**src/rtl/synth_pkg.sv**
```systemverilog
// rtl/synth_pkg.sv - shared synth voice types: envelope states and sample-width helpers
package synth_pkg;

    localparam int WAVE_DEPTH_DEFAULT = 8;

    typedef enum logic [2:0] {
        ENV_IDLE    = 3'd0,
        ENV_ATTACK  = 3'd1,
        ENV_DECAY   = 3'd2,
        ENV_SUSTAIN = 3'd3,
        ENV_RELEASE = 3'd4
    } env_state_t;

    function automatic int wave_mid(input int depth);
        return 1 << (depth - 1);
    endfunction

    function automatic int wave_max(input int depth);
        return (1 << depth) - 1;
    endfunction

endpackage

```
**src/rtl/tick_divider.sv**
```systemverilog
// rtl/tick_divider.sv - free-running prescaler producing a one-clock Tick every PRESCALE clocks
module tick_divider #(
    parameter int PRESCALE = 256
) (
    input  logic Clock,
    input  logic Reset,
    output logic Tick
);

    localparam int CW = $clog2(PRESCALE);
    localparam logic [CW-1:0] LAST = CW'(PRESCALE - 1);

    logic [CW-1:0] count;

    always_ff @(posedge Clock or posedge Reset) begin
        if (Reset) begin
            count <= '0;
        end else if (count == LAST) begin
            count <= '0;
        end else begin
            count <= count + CW'(1);
        end
    end

    assign Tick = (count == LAST);

endmodule

```
**src/rtl/envelope_shaper.sv**
```systemverilog
// rtl/envelope_shaper.sv - ADSR envelope generator scaling the voice sample around mid-scale
module envelope_shaper
    import synth_pkg::*;
#(
    parameter int WAVE_DEPTH = WAVE_DEPTH_DEFAULT,
    parameter int PRESCALE   = 256
) (
    input  logic                  Clock,
    input  logic                  Reset,
    input  logic                  Gate,
    input  logic [WAVE_DEPTH-1:0] AttackRate,
    input  logic [WAVE_DEPTH-1:0] DecayRate,
    input  logic [WAVE_DEPTH-1:0] SustainLevel,
    input  logic [WAVE_DEPTH-1:0] ReleaseRate,
    input  logic [WAVE_DEPTH-1:0] Waveform,
    output logic [WAVE_DEPTH-1:0] ScaledWave,
    output logic [WAVE_DEPTH-1:0] Envelope,
    output logic                  Active
);

    localparam int W = WAVE_DEPTH;
    localparam logic [W-1:0] MID_W = W'(wave_mid(W));
    localparam logic [W-1:0] MAX_W = W'(wave_max(W));

    function automatic logic [W-1:0] rate_or_max(input logic [W-1:0] r);
        return (r == '0) ? MAX_W : r;
    endfunction

    logic       tick;
    env_state_t state;
    logic       gate_q;
    logic       rise;
    logic       fall;

    tick_divider #(.PRESCALE(PRESCALE)) u_tick (
        .Clock (Clock),
        .Reset (Reset),
        .Tick  (tick)
    );

    assign rise = Gate & ~gate_q;
    assign fall = ~Gate & gate_q;

    logic [W-1:0] atk_r;
    logic [W-1:0] dec_r;
    logic [W-1:0] rel_r;
    logic [W:0]   atk_sum;
    logic [W:0]   dec_floor;

    assign atk_r     = rate_or_max(AttackRate);
    assign dec_r     = rate_or_max(DecayRate);
    assign rel_r     = rate_or_max(ReleaseRate);
    // One extra bit so the step never wraps past full scale or below sustain
    assign atk_sum   = {1'b0, Envelope} + {1'b0, atk_r};
    assign dec_floor = {1'b0, SustainLevel} + {1'b0, dec_r};

    // gate_q resets high so a Gate held through reset is not seen as a fresh note
    always_ff @(posedge Clock or posedge Reset) begin
        if (Reset) begin
            state    <= ENV_IDLE;
            Envelope <= '0;
            Active   <= 1'b0;
            gate_q   <= 1'b1;
        end else begin
            gate_q <= Gate;
            if (rise) begin
                state  <= ENV_ATTACK;
                Active <= 1'b1;
            end else if (fall && (state == ENV_ATTACK || state == ENV_DECAY ||
                                  state == ENV_SUSTAIN)) begin
                state  <= ENV_RELEASE;
                Active <= 1'b1;
            end else begin
                case (state)
                    ENV_IDLE: begin
                        Envelope <= '0;
                    end
                    ENV_ATTACK: begin
                        if (tick) begin
                            if (atk_sum >= {1'b0, MAX_W}) begin
                                Envelope <= MAX_W;
                                state    <= ENV_DECAY;
                            end else begin
                                Envelope <= atk_sum[W-1:0];
                            end
                        end
                    end
                    ENV_DECAY: begin
                        if (tick) begin
                            if ({1'b0, Envelope} <= dec_floor) begin
                                Envelope <= SustainLevel;
                                state    <= ENV_SUSTAIN;
                            end else begin
                                Envelope <= Envelope - dec_r;
                            end
                        end
                    end
                    ENV_SUSTAIN: begin
                        Envelope <= SustainLevel;
                    end
                    ENV_RELEASE: begin
                        if (tick) begin
                            if (Envelope <= rel_r) begin
                                Envelope <= '0;
                                state    <= ENV_IDLE;
                                Active   <= 1'b0;
                            end else begin
                                Envelope <= Envelope - rel_r;
                            end
                        end
                    end
                    default: begin
                        Envelope <= '0;
                        state    <= ENV_IDLE;
                        Active   <= 1'b0;
                    end
                endcase
            end
        end
    end

    logic signed [W:0]     diff;
    logic signed [2*W+1:0] prod;

    assign diff = $signed({1'b0, Waveform}) - $signed({1'b0, MID_W});
    assign prod = (2*W+2)'(diff) * (2*W+2)'($signed({1'b0, Envelope}));

    always_ff @(posedge Clock or posedge Reset) begin
        if (Reset) begin
            ScaledWave <= MID_W;
        end else begin
            ScaledWave <= MID_W + W'(prod >>> W);
        end
    end

endmodule

```
**config.mk**
```make
export PLATFORM = sky130hd
export DESIGN_NAME = envelope_shaper
export DESIGN_NICKNAME = d
export VERILOG_FILES = /design/src/rtl/synth_pkg.sv /design/src/rtl/tick_divider.sv /design/src/rtl/envelope_shaper.sv
export SDC_FILE = /design/constraint.sdc
export NUM_CORES = 1
export LEC_CHECK = 0
export ABC_AREA = 1
export BUFFER_PORTS_ARGS = -buffer_cell sky130_fd_sc_hd__buf_2
export CAP_MARGIN = 20
export CORE_MARGIN = 2
export CORE_UTILIZATION = 50
export CTS_BUF_LIST = sky130_fd_sc_hd__clkbuf_4
export CTS_CLUSTER_DIAMETER = 50
export DETAILED_ROUTE_END_ITERATION = 7
export PLACE_DENSITY = 0.73
export SYNTH_ARGS = -nofsm -noshare
export SYNTH_HDL_FRONTEND = slang
export SYNTH_SLANG_ARGS = --single-unit
```
**constraint.sdc**
```tcl
create_clock -name Clock -period 4.3 [get_ports Clock]
set_input_delay 0.645 -clock Clock [delete_from_list [all_inputs] [get_ports Clock]]
set_output_delay 0.645 -clock Clock [all_outputs]
set_load 0.02 [all_outputs]
```
# After elaboration in Yosys (flattened, before gate mapping)
# Index checks and enable logic that the tools add are counted.
# word_totals
elab_cells,76
mem_count,0
romBits,0
output_inout_bits,17
latchBits,0
input_bits,43
ramBits,0
reg_bits,29
# classes
bitwise_logic,6
n_eq_ne,16
n_addsub,7
n_reduce_logical,12
multipliers,1
div_mod_pow,0
n_mux,25
shifts,0
magnitude_cmp,3
# ops
op,n
two-way mux 8 bit,10
case mux 8 bit (4 select lines),1
zero test 8 bit,3
two-way mux 3 bit,8
adder 8 x 8 -> 9 bit,2
multiplier 9 x 9 -> 16 bit,1
subtractor 8 bit,2
case mux 3 bit (4 select lines),1
greater-or-equal comparator 9 x 8 -> 1 bit (second input constant),1
<= comparator 8 x 9 -> 1 bit,1
subtractor 8 x 8 -> 9 bit (second input constant),1
adder 8 x 1 -> 8 bit (second input constant),1
adder 8 bit (first input constant),1
== test 8 bit (second input constant),1
<= comparator 8 bit,1
!= test 4 x 2 -> 1 bit (second input constant),2
!= test 4 x 3 -> 1 bit (second input constant),2
!= test 4 bit (second input constant),2
AND reduction 7 bit,1
== test 3 x 2 -> 1 bit (second input constant),2
!= test 2 bit (second input constant),3
!= test 3 x 1 -> 1 bit (second input constant),2
AND reduction 5 bit,1
two-way mux 1 bit,4
other kinds (11),16

# Depth between registers and ports, before layout
# Gate-level depths: netlist of run 1.
# depth
word_depth,9
depth_mapped,27
depth_no_buf,27

# Modules after synthesis
# A second synthesis of run 1 with hierarchy kept.
# hier_totals
hier_cells,855
area_unflattened_um2,5833.1
# modules_own_cells
module,area_per_inst_um2,instances,cells_each,seq_area_each_um2
envelope_shaper,5444.0,1,811,528.0
tick_divider,389.1,1,44,200.2

# Worst setup path after synthesis of run 1
# OpenSTA, ideal clock, no wires.
# synth_path
path_kind,reg2reg
startpoint,reg Envelope[1]
endpoint,reg ScaledWave[4]
required_ps,4183
path_stages_with_launch,18
path_slack_ps,-129
t_arrival_ps,4312
path_buffers,1
period_less_slack_ps,4429
setup_time_ps,117
path_cell_list,dfrtp_1 > buf_2 > inv_1 > nor2_1 > fa_1 > fa_1 > inv_1 > fa_1 > fa_1 > inv_1 > ha_1 > a21oi_1 > o21ai_0 > o21bai_2 > nand3_1 > nand2_1 > nand2_1 > nand2_1
# synth_via
elab_chain_len,2
# synth_lines
element,line_no,text
"start, declared",envelope_shaper.sv:17,"output logic [WAVE_DEPTH-1:0] Envelope,"
"start signal, assigned",envelope_shaper.sv:84,Envelope <= atk_sum[W-1:0];
"start signal, assigned",envelope_shaper.sv:91,Envelope <= SustainLevel;
"start signal, assigned",envelope_shaper.sv:94,Envelope <= Envelope - dec_r;
multiplier 9 x 9 -> 16 bit,envelope_shaper.sv:126,"assign prod = (2*W+2)'(diff) * (2*W+2)'($signed({1'b0, Envelope}));"
named net prod[12],envelope_shaper.sv:123,logic signed [2*W+1:0] prod;
adder 8 bit,envelope_shaper.sv:132,ScaledWave <= MID_W + W'(prod >>> W);
"end signal, assigned",envelope_shaper.sv:132,
"end, declared",envelope_shaper.sv:16,"output logic [WAVE_DEPTH-1:0] ScaledWave,"
# The timed path passes the listed nets, and every way through them passes these cells.
# A chain may end at the register's enable or synchronous reset.

# Worst setup path after layout of run 1
# layout_path
startpoint,reg Envelope[1]
endpoint,reg ScaledWave[5]
# Same word-level chain as after synthesis.

==> impl_results.md, run 1 <==
- Status: finished clean
- CP delay by family, top: adder cells
- TritonCTS clock tree: built
- Final setup fails: 0
- Cell Pwr Density: 651.0 mW/mm^2
- DRC Markers: 0
- Skew final: 0.003262 ns
- Post-synth net total: 998
- Number of synthesized flops with an enable pin: 0
- Critical path type: register to register
- Post-Synthesis Cells: about 830
- Slowest cell on crit path: fa_1
- Multi-input logic area: 0.004327 mm^2
- Post-DP HPWL: 11650 um
- Iteration-0 DRC Markers: 374
- GRT met2 Usage: 40.69%
- Hold Path Class: primary input to async pin
- Slowest stage delay, CP: 0.52 ns
- GRT Overall Usage: 23.05%
- Placer Congestion: 0.8882
- Slew margin rel.: 68.96%
- M3 GR Usage: about 2.7%
- Commonest register cell after synthesis: dfrtp_1
- Sequential share of the synthesized area: around 12%
- GRT busiest layer: met2
- Hold_buf cts: 0
- Crit path required time: 4.55 ns
- Final setup TNS: 0 ns
- Final Max Slew Viols: 0
- Placed cells: 1059
- DR vias/cell: roughly 4.9
- Detail Route Antenna Nets: 0
- Num ports: 60
- Asr flop ratio synth: 100.0%
- Final wirelength: 13890 um
- Largest net degree at the start of global routing: 30
- Hold Violations, Final: 0
- Layout cells sized above 1: 17.15%
- Final Cycle Share: between 90% and 100%
- Root Buffer: clkbuf_4
- Max clock buf depth: 2
- Die area: roughly 0.013 mm^2
- Fin util: 58.27%
- CP most frequent cell: fa_1
- Die H: about 110 um
- Synthesized area per cell: about 7.0 um^2
- F_max: roughly 250 MHz
- Finished Layout Cells: 1070
- Hold WS: 0.3506 ns
- Initial DRT Pass Iterations: 5
- Clock Sinks: 29
- Clock slew at reported path FFs: between 0.1 and 0.15 ns
- CP max FO: 4
- GR Overflow Total: 0
- Vias: around 5300
- Synthesis Warnings: 0
- Final Net Count: 1092
- Global-route wire length before repair: 23610 um
- M1 GR Usage: between 30% and 40%
- Reg area: roughly 730 um^2
- Worst-Skew Late Latency: 0.35 ns
- Unrepaired setup endpoints after global routing: false
- Critical path endpoint category: register
- # port buffers: 59
- Area Growth Syn to Fin: 14.17%
- Reg2reg start: Envelope[1]
- Core box area: between 0.01 and 0.015 mm^2
- Initial Util: 51.04%
- CP cell instances: inv_1 -> nor2_1 -> buf_4 -> fa_1 -> inv_1 -> fa_1 -> inv_1 -> fa_1 -> fa_1 -> ha_1 -> a21oi_2 -> o21ai_0 -> a221oi_1 -> nand2_1 -> xor2_1
- FILL cells: 1119
- Vias in the first global route: 5138
- CP startpoint: Envelope[1]
- DIE WIDTH: 112.0 um
- Unique masters post-synth: 48
- CP bufs+invs: 4
- Flops & latches, synth: 29
- Antenna violations before repair: 0
- # diodes: 0
- Leak: between 3 and 4 nW
- Num CTS Buffers: 5
- MaxCap Viol Count: 0
- Cell area after synthesis: 0.005828 mm^2
- Row count: 39
- Average routed wire per standard cell: 12.98 um
- Pwr Total: 4.332 mW
- Worst Setup Start Kind: register
- Worst-Margin Slew: 0.4657 ns
- Crit path DAT: between 4 and 5 ns
- # H-tree levels: 2
- Final min period: just over 4 ns
- Peak VDD IR: 889.5 uV
area by class of cell:
type / instances / area share, %
Inverter: 197 / 11.28
Clock inverter: 3 / 0.2633
Clock buffer: 5 / 0.5641
Sequential cell: 29 / 11.00
Tap cell: 143 / 2.689
Timing Repair Buffer: 101 / 9.176
Multi-Input combinational cell: 592 / 65.02
Yosys cell counts, types with 3 or more instances:
cell type  number  share of area [%]
nand2_1       211                 14
nand4_1         8               0.86
nor2_2          6               0.64
inv_2           8               0.52
o21bai_1        4               0.52
fa_1           55                 19
xnor2_1        12                1.8
dfrtp_1        27                 12
clkbuf_1       11               0.71
a21o_1          4               0.52
nor3_2          3               0.52
o21ai_0         5               0.43
or2_1           3               0.32
ha_1           68                 15
nand2_2         5               0.54
buf_2           3               0.26
a31oi_1         5               0.54
o21ai_1         9               0.77
o22ai_1         3               0.32
xor2_1         19                2.9
nand3_4         3               0.90
a21oi_1        34                2.9
nor3_1          3               0.26
inv_1         185                 12
nand3b_1        4               0.52
nor2_1         52                3.3
nand3_1        57                4.9
power by group:
group | leakage [nW] | internal (mW) | switching (mW)
Sequential | 0.353 | 0.379 | 0.0741
Clock | 0.0310 | 0.0615 | 0.117
Combinational | 3.56 | 1.61 | 2.09
Total | 3.95 | 2.05 | 2.28
registers in the layout, summed over array words and instances (netlist names):
name	cells
gate_q	1
state	3
ScaledWave	8
u_tick.count	8
Envelope	8
Active	1
path summary, 6_finish.rpt:
path / end / slack [ns] / cells past startpoint
max: ScaledWave[5] / 0.22 / 15
min: u_tick.count[1] / 0.35 / 3
max reg2reg: ScaledWave[5] / 0.22 / 15
min reg2reg: u_tick.count[4] / 0.48 / 1
max in group asynchronous: ScaledWave[7] / 3.63 / 3
min in group Clock: gate_q / 0.39 / 1
worst min-delay path: stages:
cell   delay, ns
buf_2       0.09
inv_1       0.04
buf_4       0.35
kinds of logic (layout without fill, tap and decap cells):
| group | Yosys count | after routing | synth area share [%] |
|---|---|---|---|
| AO/OA/AOI/OAI | 71 | 71 | 7.235 |
| buffers and inverters | 211 | 306 | 13.80 |
| adder cells (fa/ha/maj) | 123 | 123 | 33.49 |
| flip-flops | 29 | 29 | 12.49 |
| AND/OR/NAND/NOR | 367 | 367 | 28.32 |
| XOR/XNOR | 31 | 31 | 4.659 |
placed cells by master, fill, tap and decap left out, drive strengths merged:
cell type	count
a21o	4
a21oi	36
a221oi	1
a22oi	1
a31oi	5
buf	101
clkbuf	5
clkinv	5
clkinvlp	1
dfrtp	27
dfstp	2
fa	55
ha	68
inv	194
nand2	216
nand3	61
nand3b	4
nand4	8
nor2	60
nor3	7
nor3b	2
nor4	1
o211a	1
o21ai	15
o21bai	5
o22ai	3
or2	6
or4	2
xnor2	12
xor2	19
stage by stage:
| step | worst slack [ns] | area, um^2 |
|---|---|---|
| finish | 0.2205 | 6654 |
| global route | 0.0009237 | 6654 |
| CTS | 0.03841 | 6598 |
| detailed placement | -0.1991 | 6543 |
| global placement | -0.1409 | 6543 |
| floorplan | 0.009398 | 5833 |
metal layers:
| layer | share of wire, % | wire length, um | vias to the layer above |
|---|---|---|---|
| li1 | - | - | 2740 |
| met1 | 44 | 6138 | 2387 |
| met2 | 49 | 6805 | 141 |
| met3 | 5.6 | 777 | 19 |
| met4 | 1.2 | 167 | 0 |
| met5 | 0 | 0 | - |
repair_timing:
| action | 4_1_cts | 5_1_grt |
|---|---|---|
| endpoints found under the setup margin | 0 | 7 |
| resized for setup | 0 | 11 |
| setup buffers | 0 | 3 |
Power figures use the tool's default switching activity.
==> run 2, diff against run 1 <==
--- a/config.mk
+++ b/config.mk
@@ -5,7 +5,6 @@
 export SDC_FILE = /design/constraint.sdc
 export NUM_CORES = 1
 export LEC_CHECK = 0
-export ABC_AREA = 1
 export BUFFER_PORTS_ARGS = -buffer_cell sky130_fd_sc_hd__buf_2
 export CAP_MARGIN = 20
 export CORE_MARGIN = 2
@@ -13,7 +12,7 @@
 export CTS_BUF_LIST = sky130_fd_sc_hd__clkbuf_4
 export CTS_CLUSTER_DIAMETER = 50
 export DETAILED_ROUTE_END_ITERATION = 7
-export PLACE_DENSITY = 0.73
+export PLACE_DENSITY = 0.74
 export SYNTH_ARGS = -nofsm -noshare
 export SYNTH_HDL_FRONTEND = slang
 export SYNTH_SLANG_ARGS = --single-unit
==> impl_results.md, run 2 <==
- Status: finished clean (unchanged)
- DRC Markers: 0 (unchanged)
- DR vias/cell: 5.454 (was 4.941)
- Worst-Skew Late Latency: 0.35 ns (about the same)
- Clock Sinks: 29 (unchanged)
- Critical path endpoint: Envelope[4] (was ScaledWave[5])
- GR Overflow Total: 0 (unchanged)
- Biggest regs: Envelope (8), ScaledWave (8), u_tick.count (8) (unchanged)
- Peak VDD IR: 439.3 uV (was 889.5 uV)
- DIE WIDTH: 106.9 um (was 112.0 um)
- Crit path DAT: 4.45 ns (was 4.33 ns)
- Unrepaired setup endpoints after global routing: true (was false)
- Simple-Gate Fraction of Synth Area: 19.98% (was 28.32%)
- Post-route cell area: 0.006554 mm^2 (was 0.006654 mm^2)
- Cell Pwr Density: 583.5 mW/mm^2 (was 651.0 mW/mm^2)
- Largest family of logic cells by synthesized area: adder cells (unchanged)
- Fin util: 63.48% (was 58.27%)
- Row count: 37 (was 39)
- Die area: 0.01144 mm^2 (was 0.01254 mm^2)
- Slew margin rel.: 46.49% (was 68.96%)
- MaxCap Viol Count: 0 (unchanged)
- Critical R2R Capture: ScaledWave[7] (was ScaledWave[5])
- Leak: 3.305 nW (was 3.948 nW)
- Commonest register cell after synthesis: dfrtp_1 (unchanged)
- TritonCTS clock tree: built (unchanged)
- Sw Ratio: 49.86% (was 52.59%)
- Flop pwr share: 12.6% (was 10.5%)
- Critical path type: primary input to register (was register to register)
- Commonest cells post-synth: inv_1 (97), ha_1 (68), fa_1 (55), nand2_1 (48) (was nand2_1 (211), inv_1 (185), ha_1 (68), nand3_1 (57), fa_1 (55))
- Post-synth net total: 782 (was 998)
- Reg2reg start: Envelope[1] (unchanged)
- # H-tree levels: 2 (unchanged)
- Die H: 106.9 um (was 112.0 um)
- Initial Util: 51.33% (was 51.04%)
- Synthesized area per cell: 8.602 um^2 (was 7.005 um^2)
- GRT Overall Usage: 24.34% (was 23.05%)
- CP startpoint: DecayRate[1] (was Envelope[1])
- Vias in the first global route: 4703 (was 5138)
- Crit path required time: 4.53 ns (was 4.55 ns)
- Placed cells: 857 (was 1059)
- Skew final: 0.006100 ns (was 0.003262 ns)
- Post-synthesis compound-gate area fraction: 15.25% (was 7.235%)
- Synth Area in XOR/XNOR: 5.785% (was 4.659%)
- Commonest non-fill, non-tap cell in the layout: inv_1 (was nand2_1)
- Post-Synthesis Cells: 616 (was 832)
- Cell accounting for the most synthesized area: fa_1 (unchanged)
- Worst-Margin Slew: 0.8012 ns (was 0.4657 ns)
- Sequential share of the synthesized area: 13.74% (was 12.49%)
- Synthesis Warnings: 0 (unchanged)
- Hold WS: 0.3627 ns (was 0.3506 ns)
- Worst slack at placement: -0.3840 ns (was -0.1991 ns)
- Hold_buf cts: 0 (unchanged)
- R2R setup slack: 0.08 ns (was 0.22 ns)
- Hold Violations, Final: 0 (unchanged)
- Worst Setup Start Kind: primary input (was register)
- Placer Congestion: 0.8939 (was 0.8882)
- Iteration-0 DRC Markers: 289 (was 374)
- Number of synthesized flops with an enable pin: 0 (unchanged)
- Most frequent cell after synthesis: inv_1 (was nand2_1)
- Final min period: 4.222 ns (was 4.080 ns)
- Num ports: 60 (unchanged)
- Final setup fails: 0 (unchanged)
- Commonest cells after routing, fill and taps aside: inv_1 (91), buf_4 (65), ha_1 (62) (was nand2_1 (211), inv_1 (184), ha_1 (67))
- Combinational power share: 82.7% (was 85.4%)
- Top area cells in the synthesized netlist: fa_1 (21%), ha_1 (16%), dfrtp_1 (13%) (was fa_1 (19%), ha_1 (15%), nand2_1 (14%))
- Final Net Count: 907 (was 1092)
- Global-route wire length before repair: 22060 um (was 23610 um)
- Area Growth Syn to Fin: 23.68% (was 14.17%)
- Unique masters post-synth: 67 (was 48)
- Final Cycle Share: 98.18% (was 94.87%)
- Final wirelength: 13580 um (was 13890 um)
- Final setup TNS: 0 ns (unchanged)
- Mux share of post-synthesis cell area: 0.5667% (was 0%)
- Average routed wire per standard cell: 15.45 um (was 12.98 um)
- Largest net degree at the start of global routing: 30 (unchanged)
- Cell area after synthesis: 0.005299 mm^2 (was 0.005828 mm^2)
- Critical path endpoint category: register (unchanged)
- Area after DPL: 0.006190 mm^2 (was 0.006543 mm^2)
- Hold Path Class: primary input to async pin (unchanged)
- F_max: 236.9 MHz (was 245.1 MHz)
- Int Power: 1.917 mW (was 2.054 mW)
- Final Max Slew Viols: 0 (unchanged)
- Pwr Total: 3.824 mW (was 4.332 mW)
- Detail Route Antenna Nets: 0 (unchanged)
- Initial DRT Pass Iterations: 7 (was 5)
- Finished Layout Cells: 879 (was 1070)
- Synth top area share: 20.78% (was 18.89%)
- Num CTS Buffers: 5 (unchanged)
- Flops & latches, synth: 29 (unchanged)
- Layout cells sized above 1: 27.36% (was 17.15%)
- Post-synthesis adder-cell area fraction: 36.84% (was 33.49%)
- Root Buffer: clkbuf_4 (unchanged)
- Post-DP HPWL: 11130 um (was 11650 um)
- Vias: 4794 (was 5287)
- Asr flop ratio synth: 100.0% (unchanged)
- Worst setup margin: 0.07807 ns (was 0.2205 ns)
- FILL cells: 895 (was 1119)
- Antenna violations before repair: 1 (was 0)
- CP max FO: 6 (was 4)
- FF-to-FF path depth: 16 (was 15)
- # port buffers: 59 (unchanged)
- Clock slew at reported path FFs: 0.10 ns (was 0.11 ns)
- Max clock buf depth: 2 (unchanged)
- P_sw: 1.907 mW (was 2.278 mW)
- Core box area: 0.01032 mm^2 (was 0.01142 mm^2)
- Clock power frac: 4.6% (was 4.1%)
-- run 2: cell types whose count changed in the layout (fill, tap and decap cells not counted), sizes merged, moves of 28 or more --
cell and delta:
inv -98, nand3 -47, buf +28, and2 +31, nor2 -29, nand2 -168
-- run 2: logic make-up after synthesis --
group,after synthesis
compound gates,118
xor+xnor,35
fa+ha+maj,123
buf+inv,108
flops,29
mux,3
simple gates,200
-- run 2: area by class of cell --
class | instances | area [um^2] | share of cell area [%]
Timing Repair Buffer | 129 | 845.8 | 12.91
Multi-Input combinational cell | 479 | 4378 | 66.80
Antenna cell | 1 | 2.502 | 0.03818
Tap cell | 136 | 170.2 | 2.596
Clock buffer | 6 | 45.04 | 0.6873
Clock inverter | 2 | 10.01 | 0.1527
Sequential cell | 29 | 734.5 | 11.21
Inverter | 97 | 367.9 | 5.613
-- run 2: per-layer routing --
layer	vias up	global-route usage (%)	wire length, um
met5	-	0	0
met4	0	6.122	186
met2	130	41.22	6660
met1	2318	33.75	6054
met3	13	2.128	679
li1	2333	-	-
-- run 2: timing repair --
action / 4_1_cts / 5_1_grt
resized for setup: 7 / 39
setup buffers: 1 / 11
pin swaps: 0 / 36
gates cloned: 0 / 1
endpoints found under the setup margin: 4 / 15
-- run 2: critical path: stages --
cell and delay [ns]:
buf_6 0.09, or4_4 0.54, nor3_4 0.21, or2_4 0.17
ha_4 0.13, inv_2 0.04, fa_2 0.41, nor2b_4 0.14
o31a_1 0.17, o21ai_2 0.07, nand2b_1 0.08, xnor2_1 0.13
ha_1 0.28, a21o_1 0.21, a21oi_2 0.19, o2111ai_2 0.16
nand4b_1 0.19, buf_6 0.15, mux2i_1 0.20, o2111a_1 0.21
a21oi_2 0.04
-- run 2: power groups by stage --
stage | Combinational (mW) | Sequential [mW] | Clock [mW]
6_report | 3.16 | 0.483 | 0.177
5_1_grt | 3.57 | 0.494 | 0.191
4_1_cts | 2.94 | 0.484 | 0.182
3_5_place_dp | 2.90 | 0.486 | 0
3_3_place_gp | 2.78 | 0.484 | 0
2_1_floorplan | 1.98 | 0.522 | 0
-- run 2: how the worst min path moves through the flow --
stage                          from               to  slack [ns]
finish                        Reset      Envelope[7]        0.36
global route                   Gate           gate_q        0.39
CTS                           Reset      Envelope[4]        0.38
detailed placement  u_tick.count[7]  u_tick.count[7]        0.48
global placement    u_tick.count[0]  u_tick.count[0]        0.47
floorplan           u_tick.count[7]  u_tick.count[7]        0.45
==> run 3, diff against run 2 <==
--- a/config.mk
+++ b/config.mk
@@ -12,7 +12,7 @@
 export CTS_BUF_LIST = sky130_fd_sc_hd__clkbuf_4
 export CTS_CLUSTER_DIAMETER = 50
 export DETAILED_ROUTE_END_ITERATION = 7
-export PLACE_DENSITY = 0.74
+export PLACE_DENSITY = 0.71
 export SYNTH_ARGS = -nofsm -noshare
 export SYNTH_HDL_FRONTEND = slang
 export SYNTH_SLANG_ARGS = --single-unit
==> constraint.sdc (replaced) <==
create_clock -name Clock -period 4.5 [get_ports Clock]
set_input_delay 0.675 -clock Clock [delete_from_list [all_inputs] [get_ports Clock]]
set_output_delay 0.675 -clock Clock [all_outputs]
set_load 0.02 [all_outputs]
==> impl_results.md, run 3 (synthesized netlist as in run 2, its figures left out) <==
- Max clock buf depth: 2 (unchanged)
- Crit path DAT: 4.62 ns (was 4.45 ns)
- Reg area: 734.5 um^2 (unchanged)
- Core box area: 0.01032 mm^2 (unchanged)
- Layout cells sized above 1: 20.98% (was 27.36%)
- Global-route wire length before repair: 21820 um (was 22060 um)
- Worst-Skew Late Latency: 0.35 ns (about the same)
- Final Net Count: 880 (was 907)
- Hold Violations, Final: 0 (unchanged)
- Cell Pwr Density: 541.2 mW/mm^2 (was 583.5 mW/mm^2)
- DRC Markers: 0 (unchanged)
- DR vias/cell: 5.465 (was 5.454)
- Vias: 4651 (was 4794)
- Area Growth Syn to Fin: 16.17% (was 23.68%)
- Initial Util: 51.33% (unchanged)
- Worst setup margin: 0.1665 ns (was 0.07807 ns)
- Metal2 WL: 6070 um (was 6660 um)
- Pwr Total: 3.332 mW (was 3.824 mW)
- Final setup fails: 0 (unchanged)
- # port buffers: 59 (unchanged)
- Status: finished clean (unchanged)
- GRT Overall Usage: 24.01% (was 24.34%)
- Wire length on met3: 661 um (was 679 um)
- # H-tree levels: 2 (unchanged)
- Die H: 106.9 um (unchanged)
- Final wirelength: 13020 um (was 13580 um)
- Critical path endpoint category: register (unchanged)
- FILL cells: 944 (was 895)
- Num ports: 60 (unchanged)
- Post-DP HPWL: 10860 um (was 11130 um)
- Commonest non-fill, non-tap cell in the layout: inv_1 (unchanged)
- Critical path endpoint: ScaledWave[7] (was Envelope[4])
- Antenna violations before repair: 0 (was 1)
- Met1 Routed Length: 6082 um (was 6054 um)
- Highest metal used: met4 (unchanged)
- Clock Sinks: 29 (unchanged)
- Biggest regs: Envelope (8), ScaledWave (8), u_tick.count (8) (unchanged)
- Hold_buf cts: 0 (unchanged)
- Final Cycle Share: 96.30%
- Worst-Margin Slew: 0.7699 ns (was 0.8012 ns)
- Hold Path Class: primary input to async pin (unchanged)
- Row count: 37 (unchanged)
- Clock slew at reported path FFs: 0.11 ns (was 0.10 ns)
- TritonCTS clock tree: built (unchanged)
- Multi-input logic area: 0.004210 mm^2 (was 0.004378 mm^2)
- Post-route cell area: 0.006156 mm^2 (was 0.006554 mm^2)
- Placer Congestion: 0.9296 (was 0.8939)
- Slew margin rel.: 48.58% (was 46.49%)
- Num CTS Buffers: 5 (unchanged)
- Initial DRT Pass Iterations: 5 (was 7)
- Peak VDD IR: 367.2 uV (was 439.3 uV)
- R2R setup slack: 0.22 ns (was 0.08 ns)
- GR Overflow Total: 0 (unchanged)
- # diodes: 0 (was 1)
- Vias in the first global route: 4649 (was 4703)
- Worst Setup Start Kind: primary input (unchanged)
- Worst slack at placement: -0.2028 ns (was -0.3840 ns)
- CP max FO: 8 (was 6)
- Die area: 0.01144 mm^2 (unchanged)
- Reg2reg start: Envelope[4] (was Envelope[1])
- Critical R2R Capture: ScaledWave[7] (unchanged)
- Detail Route Antenna Nets: 0 (unchanged)
- DIE WIDTH: 106.9 um (unchanged)
- Skew final: 0.01560 ns (was 0.006100 ns)
- Final min period: 4.334 ns
- Crit path required time: 4.79 ns (was 4.53 ns)
- Largest net degree at the start of global routing: 30 (unchanged)
- CP startpoint: Waveform[7] (was DecayRate[1])
- FF-to-FF path depth: 14 (was 16)
- Area after DPL: 0.006012 mm^2 (was 0.006190 mm^2)
- Unrepaired setup endpoints after global routing: false (was true)
- Critical path type: primary input to register (unchanged)
- MaxCap Viol Count: 0 (unchanged)
- Final Max Slew Viols: 0 (unchanged)
- F_max: 230.8 MHz
- Leak: 3.139 nW (was 3.305 nW)
- Hold WS: 0.3896 ns (was 0.3627 ns)
- Average routed wire per standard cell: 15.30 um (was 15.45 um)
- Root Buffer: clkbuf_4 (unchanged)
- Commonest cells after routing, fill and taps aside: inv_1 (97), ha_1 (68), buf_2 (59) (was inv_1 (91), buf_4 (65), ha_1 (62))
- Iteration-0 DRC Markers: 339 (was 289)
==> run 3: changes by cell type in the layout (fill, tap and decap cells not counted), moves of 5 or more <==
cell	before	now
ha_4	6	0
buf_4	65	42
inv_2	5	0
buf_6	6	1
ha_1	62	68
inv_1	91	97
==> run 3: layout make-up <==
type                    instances  area share (%)
flip-flops and latches         29           11.93
inverters                      97           5.915
clock inverters                 2          0.1626
well taps                     136           2.764
multi-input cells             479           68.39
clock buffers                   6          0.7317
repair buffers                102           10.10
==> run 3: worst min path at each step <==
| stage | to | cells after the start | from |
|---|---|---|---|
| after floorplan | u_tick.count[7] | 1 | u_tick.count[7] |
| after global placement | u_tick.count[7] | 1 | u_tick.count[7] |
| after detailed placement | u_tick.count[0] | 1 | u_tick.count[0] |
| after CTS | Envelope[4] | 3 | Reset |
| after global routing | Envelope[4] | 3 | Reset |
| final | Envelope[4] | 3 | Reset |
==> run 3: per-stage QoR <==
stage                     setup TNS [ns]  cells  utilization [%]
final                                  0    851            59.63
after global routing                   0    851            59.63
after CTS                              0    847            58.77
after detailed placement          -1.616    839            58.24
after global placement           -0.3196    839            58.24
after floorplan                        0    616                -
==> run 3: layer usage <==
metal,global-route usage (%),up-vias
met5,0,-
met4,6.679,0
met3,1.945,15
met2,39.49,136
met1,34.14,2226
li1,-,2274
==> run 3: power breakdown <==
| group | internal [mW] | switching, mW |
|---|---|---|
| Clock | 0.0655 | 0.107 |
| Sequential | 0.355 | 0.122 |
| Combinational | 1.20 | 1.48 |
| Total | 1.62 | 1.71 |
==> run 3: what timing repair did <==
action                                  in CTS  in global routing
endpoints found under the setup margin       0                 12
resized for setup                            0                 18
buffers inserted                             0                  4
==> run 3: critical path, stage by stage <==
cell and delay (ns):
buf_2 0.15, nand2b_1 0.17, buf_4 0.15, fa_1 0.50, fa_1 0.54, fa_1 0.45, fa_1 0.55, inv_1 0.04
ha_1 0.20, nor3_1 0.22, o41ai_2 0.14, o211ai_1 0.20, nand3_1 0.18, a31oi_1 0.22, o21bai_1 0.11, xnor2_1 0.15
